$ cat src/rtl/csi2tx_int_ctrl_pkg.sv
// Shared constants for the CSI-2 TX interrupt controller: CSR word offsets,
// event source indices and the interrupt FSM state encoding.
package csi2tx_int_ctrl_pkg;

    localparam logic [31:0] INT_STATUS_OFF = 32'h0000_0000;
    localparam logic [31:0] INT_MASK_OFF   = 32'h0000_0004;
    localparam logic [31:0] INT_RAW_OFF    = 32'h0000_0008;
    localparam logic [31:0] INT_CTRL_OFF   = 32'h0000_000C;
    localparam logic [31:0] EVT_CNT_OFF    = 32'h0000_0010;
    localparam logic [31:0] MAP_END_OFF    = 32'h0000_0014;

    localparam int SRC_SFIFO_FULL        = 0;
    localparam int SRC_SFIFO_ALMOST_FULL = 1;
    localparam int SRC_ASFIFO_FULL       = 2;
    localparam int SRC_DATA_ID_ERROR     = 3;
    localparam int NUM_SRC               = 4;

    typedef enum logic [1:0] {
        ST_IDLE    = 2'b00,
        ST_ASSERT  = 2'b01,
        ST_HOLDOFF = 2'b10
    } int_state_e;

    // True when a base-relative offset lands on one of the five register words.
    function automatic logic offset_mapped(input logic [31:0] off);
        return (off[1:0] == 2'b00) && (off < MAP_END_OFF);
    endfunction

endpackage

$ cat src/rtl/csi2tx_int_evt_cnt.sv
// One event source: registered history for rising-edge detection plus a
// saturating event counter with a synchronous clear.
module csi2tx_int_evt_cnt #(
    parameter int CNT_W = 8
) (
    input  logic             clk,
    input  logic             rst,
    input  logic             src,
    input  logic             clr,
    output logic             level,
    output logic             rise,
    output logic [CNT_W-1:0] cnt
);

    logic             hist_q, hist_d;
    logic [CNT_W-1:0] cnt_q, cnt_d;

    // Edge detect and counter update; a rise that coincides with a clear leaves the count at 1.
    always_comb begin
        hist_d = src;
        rise   = src & ~hist_q;
        cnt_d  = cnt_q;
        if (rise) begin
            if (clr)
                cnt_d = CNT_W'(1);
            else if (cnt_q != {CNT_W{1'b1}})
                cnt_d = cnt_q + CNT_W'(1);
        end else if (clr) begin
            cnt_d = '0;
        end
    end

    // State registers with synchronous reset.
    always_ff @(posedge clk) begin
        if (rst) begin
            hist_q <= 1'b0;
            cnt_q  <= '0;
        end else begin
            hist_q <= hist_d;
            cnt_q  <= cnt_d;
        end
    end

    assign level = hist_q;
    assign cnt   = cnt_q;

endmodule

$ cat src/rtl/csi2tx_int_ctrl.sv
// CSI-2 TX interrupt controller: sticky W1C status with mask, per-source event
// counters, local-bus CSR port and a hold-off/coalescing interrupt FSM.
module csi2tx_int_ctrl
    import csi2tx_int_ctrl_pkg::*;
#(
    parameter int          HOLDOFF_W = 16,
    parameter int          CNT_W     = 8,
    parameter logic [31:0] BASE_ADDR = 32'h0000_0100
) (
    input  logic        clk_sys,
    input  logic        clk_sys_rst,
    input  logic        csr_cs_n,
    input  logic        csr_rd,
    input  logic        csr_wr,
    input  logic [31:0] csr_addr,
    input  logic [31:0] csr_wr_data,
    output logic [31:0] csr_rd_data,
    output logic        ready,
    output logic        ahb_error_flag,
    input  logic        sfifo_full,
    input  logic        sfifo_almost_full,
    input  logic        asfifo_full,
    input  logic        data_id_error,
    output logic        int_to_ahb
);

    logic [NUM_SRC-1:0]   src_vec, src_lvl, rise_vec;
    logic [CNT_W-1:0]     cnt [NUM_SRC];
    logic [NUM_SRC-1:0]   status_q, status_d, mask_q, mask_d;
    logic                 en_q, en_d;
    logic [HOLDOFF_W-1:0] holdoff_q, holdoff_d, timer_q, timer_d;
    int_state_e           state_q, state_d;
    logic                 int_q, int_d, ready_q, ready_d, err_q, err_d;
    logic [31:0]          rd_data_q, rd_data_d, offset, rd_mux;
    logic                 access, mapped, wr_hit, cnt_clr, pending;
    logic                 unused_wdata;

    assign src_vec = {data_id_error, asfifo_full, sfifo_almost_full, sfifo_full};

    for (genvar i = 0; i < NUM_SRC; i++) begin : g_src
        csi2tx_int_evt_cnt #(.CNT_W(CNT_W)) u_evt (
            .clk   (clk_sys),
            .rst   (clk_sys_rst),
            .src   (src_vec[i]),
            .clr   (cnt_clr),
            .level (src_lvl[i]),
            .rise  (rise_vec[i]),
            .cnt   (cnt[i])
        );
    end

    // Address decode for the current strobe.
    always_comb begin
        access  = ~csr_cs_n & (csr_rd | csr_wr);
        offset  = csr_addr - BASE_ADDR;
        mapped  = offset_mapped(offset);
        wr_hit  = ~csr_cs_n & csr_wr & mapped;
        cnt_clr = wr_hit & (offset == EVT_CNT_OFF);
    end

    // Register writes; a status rise overrides a W1C on the same bit.
    always_comb begin
        status_d  = status_q;
        mask_d    = mask_q;
        en_d      = en_q;
        holdoff_d = holdoff_q;
        if (wr_hit && offset == INT_STATUS_OFF)
            status_d = status_q & ~csr_wr_data[NUM_SRC-1:0];
        if (wr_hit && offset == INT_MASK_OFF)
            mask_d = csr_wr_data[NUM_SRC-1:0];
        if (wr_hit && offset == INT_CTRL_OFF) begin
            en_d      = csr_wr_data[0];
            holdoff_d = csr_wr_data[16 +: HOLDOFF_W];
        end
        status_d = status_d | rise_vec;
    end

    // Read mux and access-complete handshake, registered one cycle after the strobe.
    always_comb begin
        rd_mux = '0;
        case (offset)
            INT_STATUS_OFF: rd_mux = 32'(status_q);
            INT_MASK_OFF:   rd_mux = 32'(mask_q);
            INT_RAW_OFF:    rd_mux = 32'(src_lvl);
            INT_CTRL_OFF:   rd_mux = 32'({holdoff_q, 16'h0000}) | 32'(en_q);
            EVT_CNT_OFF:    rd_mux = 32'({cnt[3], cnt[2], cnt[1], cnt[0]});
            default:        rd_mux = '0;
        endcase
        ready_d   = access;
        err_d     = access & ~mapped;
        rd_data_d = (access && csr_rd && mapped) ? rd_mux : 32'h0;
    end

    // Interrupt FSM; the timer counts holdoff-1 down to 0 before returning to IDLE.
    always_comb begin
        pending = en_q & (|(status_q & mask_q));
        state_d = state_q;
        timer_d = timer_q;
        if (!en_q) begin
            state_d = ST_IDLE;
            timer_d = '0;
        end else begin
            case (state_q)
                ST_IDLE: begin
                    if (pending)
                        state_d = ST_ASSERT;
                end
                ST_ASSERT: begin
                    if (!pending) begin
                        if (holdoff_q == '0) begin
                            state_d = ST_IDLE;
                        end else begin
                            timer_d = holdoff_q - HOLDOFF_W'(1);
                            state_d = ST_HOLDOFF;
                        end
                    end
                end
                ST_HOLDOFF: begin
                    if (timer_q == '0)
                        state_d = ST_IDLE;
                    else
                        timer_d = timer_q - HOLDOFF_W'(1);
                end
                default: state_d = ST_IDLE;
            endcase
        end
        int_d = (state_d == ST_ASSERT);
    end

    // All controller state, synchronously reset.
    always_ff @(posedge clk_sys) begin
        if (clk_sys_rst) begin
            status_q  <= '0;
            mask_q    <= '0;
            en_q      <= 1'b0;
            holdoff_q <= '0;
            timer_q   <= '0;
            state_q   <= ST_IDLE;
            int_q     <= 1'b0;
            ready_q   <= 1'b0;
            err_q     <= 1'b0;
            rd_data_q <= '0;
        end else begin
            status_q  <= status_d;
            mask_q    <= mask_d;
            en_q      <= en_d;
            holdoff_q <= holdoff_d;
            timer_q   <= timer_d;
            state_q   <= state_d;
            int_q     <= int_d;
            ready_q   <= ready_d;
            err_q     <= err_d;
            rd_data_q <= rd_data_d;
        end
    end

    assign unused_wdata   = ^csr_wr_data;
    assign csr_rd_data    = rd_data_q;
    assign ready          = ready_q;
    assign ahb_error_flag = err_q;
    assign int_to_ahb     = int_q;

endmodule

$ cat config.mk
export PLATFORM = sky130hd
export DESIGN_NAME = csi2tx_int_ctrl
export DESIGN_NICKNAME = d
export VERILOG_FILES = /design/src/rtl/csi2tx_int_ctrl_pkg.sv /design/src/rtl/csi2tx_int_evt_cnt.sv /design/src/rtl/csi2tx_int_ctrl.sv
export SDC_FILE = /design/constraint.sdc
export NUM_CORES = 1
export LEC_CHECK = 0
export BUFFER_PORTS_ARGS = -buffer_cell sky130_fd_sc_hd__buf_2
export CAP_MARGIN = 20
export CORE_MARGIN = 8
export CORE_UTILIZATION = 33
export DETAILED_ROUTE_END_ITERATION = 7
export PLACE_DENSITY = 0.53
export SLEW_MARGIN = 0
export SYNTH_ARGS = -nofsm -noshare
export SYNTH_HDL_FRONTEND = slang
export SYNTH_SLANG_ARGS = --single-unit
$ cat constraint.sdc
create_clock -name clk_sys -period 7.26 [get_ports clk_sys]
set_input_delay 0.363 -clock clk_sys [delete_from_list [all_inputs] [get_ports clk_sys]]
set_output_delay 0.363 -clock clk_sys [all_outputs]
set_load 0.01 [all_outputs]
* Yosys cells after proc, flatten, opt, wreduce, memory -nomap -nowiden *
Index checks and enable logic that the tools add are counted.

storage, ports and cells
  register bits after elaboration = 114
  input bits = 73
  output and inout port bits = 35
  word-level logic and storage cells = 117

cells by class
  equality and inequality tests = 14
  add/sub/neg operators = 7
  muxes and demuxes = 25
  $lt $le $gt $ge = 1
  bitwise gates (word level) = 24
  reductions and logical operators = 28

operator list
  cell                   number
  $pmux 32 s5            1
  $mux 8                 13
  $eq 32x4->1 const B    2
  $mux 16                3
  $add 8x1->8 const B    4
  $eq 32x3->1 const B    1
  $eq 32x5->1 const B    1
  $logic_not 16->1       2
  $logic_not 32->1       1
  $lt 32x5->1 const B    1
  $ne 8x8->1 const B     4
  $or 32x1->32           1
  $pmux 16 s2            1
  $sub 16x1->16 const B  2
  $sub 32x9->32 const B  1
  $reduce_bool 2->1      9
  $and 1x1->1            10
  $mux 2                 5
  $and 4x4->4            2
  $not 1->1              8
  $reduce_and 2->1       4
  $logic_and 1x1->1      6
  $ne 2x2->1 const B     3
  $pmux 2 s3             1
  other kinds (10)       13

* Longest topological paths before layout *
Gate-level depths: netlist (run 1).

  word-level depth = 7
  gate-level depth with buffers = 12
  gate-level depth less buffers = 9

* Cells and area by module *
A second synthesis (run 1) with hierarchy kept.

second synthesis, totals
  cells, all modules = 641
  area, all modules = 5,519.0 um^2

by module, submodules not included
  module              sequential area each (um^2)  cells each  area an instance (um^2)  instances
  csi2tx_int_ctrl     1,561.5                      429         3,702.3                  1
  csi2tx_int_evt_cnt  180.2                        53          454.2                    4

* Worst setup path before layout (run 1) *
No wires, ideal clock.

  path kind = register -> register
  start = register state_q[0]
  end = register timer_q[12]
  slack = 4,207 ps
  required time = 7,128 ps
  arrival = 2,921 ps
  buffers on the path = 3
  stages on the path, launching flop included = 13
  library setup time = 132 ps
  period minus slack after synthesis = 3,053 ps
  cells stage by stage = dfxtp_1 > nand2b_1 > buf_2 > buf_1 > clkbuf_1 > mux2i_1 > ha_1 > inv_1 > nor4_1 > and2_1 > o21ai_0 > a32oi_1 > a21oi_1

between the ends
  longest elaborated chain between the ends = 3
  elaborated cells on any way between the ends = 8
  those cells by class = eq/ne (5); mux (1); reduce/logical (2)

RTL lines
  what                                                              line                    text
  start: declaration                                                csi2tx_int_ctrl.sv:32   int_state_e state_q, state_d;
  start signal: assignment                                          csi2tx_int_ctrl.sv:149  state_q <= state_d;
  $eq 2x2->1 / $eq 2x1->1 (equally long branches)                   csi2tx_int_ctrl.sv:103  case (state_q)
  $ne 2x2->1 (no line) / $reduce_bool 2->1 (equally long branches)  --
  $reduce_and 4->1 (no line)                                        --
  end signal: assignment                                            csi2tx_int_ctrl.sv:148  timer_q <= timer_d;
  end: declaration                                                  csi2tx_int_ctrl.sv:31   logic [HOLDOFF_W-1:0] holdoff_q, holdoff_d, timer_q, timer_d;

Parallel ways exist; a longest one is shown, timed or not.
A chain may end at the register's enable or synchronous reset.

* Final worst setup path (run 1) *
Ends and elaborated chain as after synthesis.

==> impl_metrics.csv, run 1 <==
group,metric,value,unit
cts,postCtsHoldBufs,0,
cts,post_cts_buffers,0,
logic_synthesis,avgSynthCellArea,8.713,um^2
route,routedWlPerCell,16.97,um
route,vias_per_cell,5.447,
cts,cts_htree_levels,4,
die,initial_core_util,33.60,%
worst_setup_path,required,7.52,ns
cts,path_clk_slew,0.05,ns
worst_setup_path,end_kind,"flop",
timing,tightest_slew,0.8764,ns
power,pwr_density_cell,237.5,nW/um^2
timing,fin_crit_sh,39.35,%
logic_synthesis,synthTopCellsByCount,"dfxtp_1, nor2_1, nand2_1",
power,total_power,1621,uW
worst_setup_path,crit_chain,"nand2b_1, buf_4, mux2i_1, ha_1, inv_1, nor4_1, buf_2, and2_1, o21ai_0, a32oi_1, a21oi_1",
logic_synthesis,async_flop_share,0,%
grt,grt_max_degree,36,
route,dr.pass1.iters,5,
grt,grt.total_usage,15.46,%
grt,grt_pass1_wl,26590,um
die,die_h,145.5,um
layout,seq_area,2282,um^2
power,swShare,20.79,%
logic_synthesis,yosysTopAreaCellShare,41.25,%
route,vias,5224,
layout,fin_nets,804,
worst_setup_path,criticalPathCategory,"reg -> reg",
logic_synthesis,ys_seq_elements,114,
logic_synthesis,synth_mux_area_share,6.400,%
route,drc,0,
logic_synthesis,syn_nets,713,
layout,area.growth.synth_to_final,23.38,%
logic_synthesis,yosys_warnings,0,
route,wl,16280,um
logic_synthesis,postSynthCellCount,635,
power,combPwrFrac,4.0,%
placement,portBuffers,95,
timing,slew_viol_final,0,
logic_synthesis,synth-xor-area-share,3.324,%
timing,hold_violations,0,
timing,setup_viol,0,
power,switchingPower,337.0,uW
logic_synthesis,synth-simple-area-share,26.71,%
die,num_rows,47,
logic_synthesis,synth-adder-area-share,1.131,%
cts,root_buffer,"clkbuf_16",
cts,tritoncts,"built",
die,core_area,16470,um^2
worst_setup_path,worst_path_max_delay_cell,"mux2i_1",
layout,fin_cells,959,
logic_synthesis,yosysMostFrequentCell,"dfxtp_1",
die,die_x,145.5,um
placement,hpwlAfterDp,11680,um
hold_path,hold_path_class,"in -> reg",
die,io_pins,108,
route,highest_layer,"met5",
die,dieArea,21170,um^2
logic_synthesis,post-synth-top-area-cell,"dfxtp_1",
placement,gp_congestion,0.8633,
power,p_clk_share,56.4,%
grt,antenna_found_initial,1,
power,pwr-share-seq,39.5,%
worst_setup_path,crit_path_max_fanout,35,
logic_synthesis,synth_top_family_by_area,"simple AND/OR/NAND/NOR gates",
layout,multi_input_area,3062,um^2
cts,clock_sinks,114,
worst_setup_path,max_stage_delay,0.41,ns
route,wl_met3,1000,um
cts,clk_latency,0.42,ns
cts,post_cts_resized,0,
run,timing.max_cap.violations,0,
logic_synthesis,yosysSeqAreaShare,41.25,%
logic_synthesis,synthFlopType,"dfxtp_1",
cts,numCtsBuffers,17,
timing,timing.slew.headroom,41.13,%
timing,hold_slack,0.1740,ns
placement,dp_cells,926,
route,m1WireLength,6682,um
route,route.met2.wl,8088,um
logic_synthesis,synth_compound_area_share,17.77,%
route,ant_nets,0,
worst_setup_path,worstPathArrival,3.12,ns
layout,fin_util,41.46,%
timing,rsz0062_at_grt,"false",
layout,drive_gt1_share,20.19,%
grt,gr-total-overflow,0,
power,peakVddDrop,0.0001629,V
worst_setup_path,crit_family,"buffers and inverters",
timing,tns,0,ns
logic_synthesis,synthTopCellsByArea,"dfxtp_1, nor2_1, mux2i_1, a32oi_1, nand2_1",
power,p_int,1284,uW
cts,cts_buffer_depth,2,
power,p_leak,0.002848,uW
outcome,status,"finished, final reports clean",
logic_synthesis,synth_cell_types,67,
route,drtIter0Drc,450,
logic_synthesis,synth.cell_area,5533,um^2
logic_synthesis,synth_edf_count,0,
timing,fmax,350.1,MHz
worst_setup_path,critPathLaunchType,"flop",
timing,worst_clock_skew,0.008528,ns
layout,fill_cells,1677,
timing,fin_crit,2.857,ns
worst_setup_path,crit_buf_inv,3,
grt,grt_pass1_vias,5284,
[layout by cell type (no fill, tap or decap), drive strengths merged, types with 21 or more instances in the layout]
| cell | synthesis | final |
|---|---|---|
| dfxtp | 114 | 114 |
| buf | 15 | 103 |
| nor2 | 95 | 95 |
| nand2 | 49 | 49 |
| mux2i | 32 | 32 |
| a21oi | 30 | 30 |
| o21ai | 28 | 28 |
| nand3 | 21 | 21 |
| a32oi | 21 | 21 |
| clkbuf | 16 | 21 |
[cell type report]
type | count | area share, %
antenna | 1 | 0.03666
clock inverter | 10 | 2.658
timing repair buffer | 103 | 7.808
multi-input combinational | 482 | 44.85
tap | 220 | 4.032
inverter | 8 | 0.4399
sequential | 114 | 33.43
clock buffer | 21 | 6.745
[power groups by stage]
stage | clock (uW) | combinational, uW | sequential (uW)
after floorplan | 0 | 35.2 | 651
after global placement | 0 | 64.2 | 653
after detailed placement | 0 | 65.7 | 654
after CTS | 931 | 66.2 | 640
after global routing | 966 | 72.8 | 641
final | 915 | 65.3 | 641
[state kept, by name, summed over array words and instances, names as in the netlist, 2 cells and up]
signal,count
timer_q,16
csr_rd_data,32
g_src.u_evt.cnt,32
mask_q,4
g_src.u_evt.level,4
status_q,4
holdoff_q,16
state_q,2
[per-stage QoR]
| stage | area, um^2 | worst slack (ns) |
|---|---|---|
| 2_1_floorplan | 5533 | 4.207 |
| 3_3_place_gp | 6177 | 4.021 |
| 3_5_place_dp | 6177 | 3.835 |
| 4_1_cts | 6819 | 3.831 |
| 5_1_grt | 6824 | 4.185 |
| 6_report | 6827 | 4.403 |
[worst paths after layout]
| path | startpoint | endpoint | slack, ns | cells past startpoint |
|---|---|---|---|---|
| max | state_q[0] | timer_q[12] | 4.40 | 11 |
| min | csr_wr_data[2] | status_q[2] | 0.17 | 2 |
| max reg2reg | state_q[0] | timer_q[12] | 4.40 | 11 |
| min reg2reg | timer_q[15] | timer_q[15] | 0.49 | 2 |
[cell families after synthesis]
logic type      after synthesis
simple gates                284
compound gates              138
flops                       114
buf+inv                      39
mux                          34
xor+xnor                     21
fa+ha+maj                     5
[routing by layer]
metal  global-route usage [%]  vias up
met1                    17.23     2466
met5                        0        -
met3                    4.664       42
met4                    7.496        2
met2                    26.47      175
li1                         -     2539
(Power assumes the default switching activity.)
==> run 2, diff against run 1 <==
--- a/config.mk
+++ b/config.mk
@@ -10,7 +10,7 @@
 export CORE_MARGIN = 8
 export CORE_UTILIZATION = 33
 export DETAILED_ROUTE_END_ITERATION = 7
-export PLACE_DENSITY = 0.53
+export PLACE_DENSITY = 0.55
 export SLEW_MARGIN = 0
 export SYNTH_ARGS = -nofsm -noshare
 export SYNTH_HDL_FRONTEND = slang
==> constraint.sdc (replaced) <==
create_clock -name clk_sys -period 2.3 [get_ports clk_sys]
set_input_delay 0.115 -clock clk_sys [delete_from_list [all_inputs] [get_ports clk_sys]]
set_output_delay 0.115 -clock clk_sys [all_outputs]
set_load 0.01 [all_outputs]
==> run 2 against run 1 <==
Compared with the run above:
- die area stayed put
- first-iteration DRC count fell by 31%
- core utilization rose by 3.7 points
- final area increased by 9.0%
- clock power grew to 2.9 times the previous value
- clock-buffer cell count rose by 2
- sequential share of layout area fell by 2.8 points
- sequential power grew to 3.2 times the previous value
- non-clock buffer count grew 70
- clock skew increased by 0.0052 ns
- wire length is 6.0% higher
==> impl_metrics.csv, run 2 (synthesized netlist as in run 1, its figures left out) <==
group,metric,value,unit
outcome,status,"finished, final reports clean",
timing,slew_viol_final,0,
timing,hold_violations,0,
placement,hpwlAfterDp,12850,um
timing,timing.slew.headroom,60.48,%
cts,path_clk_slew,0.05,ns
timing,tns,0,ns
cts,tritoncts,"built",
grt,grt_pass1_wl,27780,um
worst_setup_path,max_stage_delay,0.35,ns
die,io_pins,108,
worst_setup_path,crit_buf_inv,3,
cts,cts_buffer_depth,2,
timing,worst_clock_skew,0.01372,ns
cts,numCtsBuffers,17,
grt,grt_max_degree,30,
layout,fin_cells,1029,
die,die_h,145.5,um
layout,antenna_cells,0,
grt,antenna_found_initial,0,
run,timing.max_cap.violations,0,
cts,clk_latency,0.42,ns
route,dr.pass1.iters,5,
worst_setup_path,end_kind,"flop",
route,drtIter0Drc,311,
worst_setup_path,crit_chain,"nand2b_4, buf_6, mux2i_2, ha_2, inv_1, nor4_4, buf_4, a21oi_1, a31oi_1, o21ai_0, a21oi_1",
timing,fmax,466.8,MHz
layout,area.growth.synth_to_final,34.53,%
worst_setup_path,required,2.65,ns
cts,clock_sinks,114,
die,dieArea,21170,um^2
timing,fin_ws,0.1579,ns
power,peakVddDrop,0.0004917,V
worst_setup_path,crit_path_max_fanout,11,
route,vias,5470,
worst_setup_path,crit_family,"buffers and inverters",
route,ant_nets,0,
grt,grt_pass1_vias,5497,
placement,post-place-ws,-0.1576,ns
worst_setup_path,worstPathArrival,2.50,ns
grt,gr-total-overflow,0,
die,initial_core_util,33.60,%
worst_setup_path,worst_path_max_delay_cell,"dfxtp_1",
hold_path,hold_path_class,"in -> reg",
timing,tightest_slew,0.5873,ns
die,num_rows,47,
route,wl,17260,um
worst_setup_path,crit_top_cell,"a21oi_1",
worst_setup_path,critPathLaunchType,"flop",
power,p_leak,0.003151,uW
route,drc,0,
worst_setup_path,r2r_slack,0.16,ns
placement,portBuffers,95,
timing,rsz0062_at_grt,"false",
layout,final_common_cell,"dfxtp_1",
cts,root_buffer,"clkbuf_16",
timing,fin_crit,2.142,ns
grt,grt.total_usage,16.16,%
power,total_power,4959,uW
die,core_area,16470,um^2
placement,gp_congestion,0.9104,
layout,drive_gt1_share,24.60,%
timing,fin_crit_sh,93.13,%
route,vias_per_cell,5.316,
power,pwr_density_cell,666.2,nW/um^2
worst_setup_path,criticalPathCategory,"reg -> reg",
die,die_x,145.5,um
layout,final_cell_mix,"dfxtp_1, nor2_1, buf_2, nand2_1, buf_4",
cts,cts_htree_levels,4,
route,routedWlPerCell,16.77,um
timing,setup_viol,0,
layout,fin_nets,874,
placement,dp_cells,967,
[run 2: final timing paths]
path                from             end  cells after the start
min reg2reg  timer_q[15]     timer_q[15]                      2
max           state_q[0]     timer_q[10]                     11
min               csr_wr  ahb_error_flag                      3
max reg2reg   state_q[0]     timer_q[10]                     11
[run 2: timing repair]
item | 4_1_cts | 5_1_grt
gates resized for setup | 1 | 7
setup endpoints to repair | 3 | 13
cloned | 0 | 0
hold buffers | 26 | 0
endpoints found under the hold margin | 30 | 0
buffers inserted | 0 | 4
[run 2: through the flow]
stage | hold WS (ns) | area, um^2 | util (%)
5_1_grt | 0.06749 | 7443 | 45.21
4_1_cts | 0.03863 | 7388 | 44.87
3_3_place_gp | 0.3450 | 6528 | 39.64
2_1_floorplan | 0.2362 | 5560 | -
3_5_place_dp | 0.3518 | 6528 | 39.64
6_report | 0.05236 | 7443 | 45.21
[run 2: area by class of cell]
type / instances / area, um^2
Timing Repair Buffer: 173 / 1155
Fill cell: 1642 / 9022
Multi-Input combinational cell: 482 / 3103
Clock buffer: 23 / 467.9
Tap cell: 220 / 275.3
Sequential cell: 114 / 2282
Inverter: 8 / 30.03
Clock inverter: 9 / 130.1
[run 2: metal layers]
layer,GRT usage [%],up-vias,routed length [um],part of all wire [%]
li1,-,2672,-,-
met1,18.59,2611,7445,43
met2,27.80,157,8547,50
met3,4.322,30,886,5.1
met4,6.819,0,380,2.2
met5,0,-,0,0
[run 2: report_power, final]
group,total (uW),leakage (uW),internal [uW],switching [uW]
clock network,2680,0.000279,1750,924
registers,2020,0.000922,2000,23.3
logic,258,0.00195,127,132
[run 2: worst reg2reg max path: cells and delay by family (launching register included)]
family | cells | cell delay [ns]
simple gates | 2 | 0.37
buf+inv | 3 | 0.44
flops | 1 | 0.35
fa+ha+maj | 1 | 0.24
compound gates | 4 | 0.44
mux | 1 | 0.24
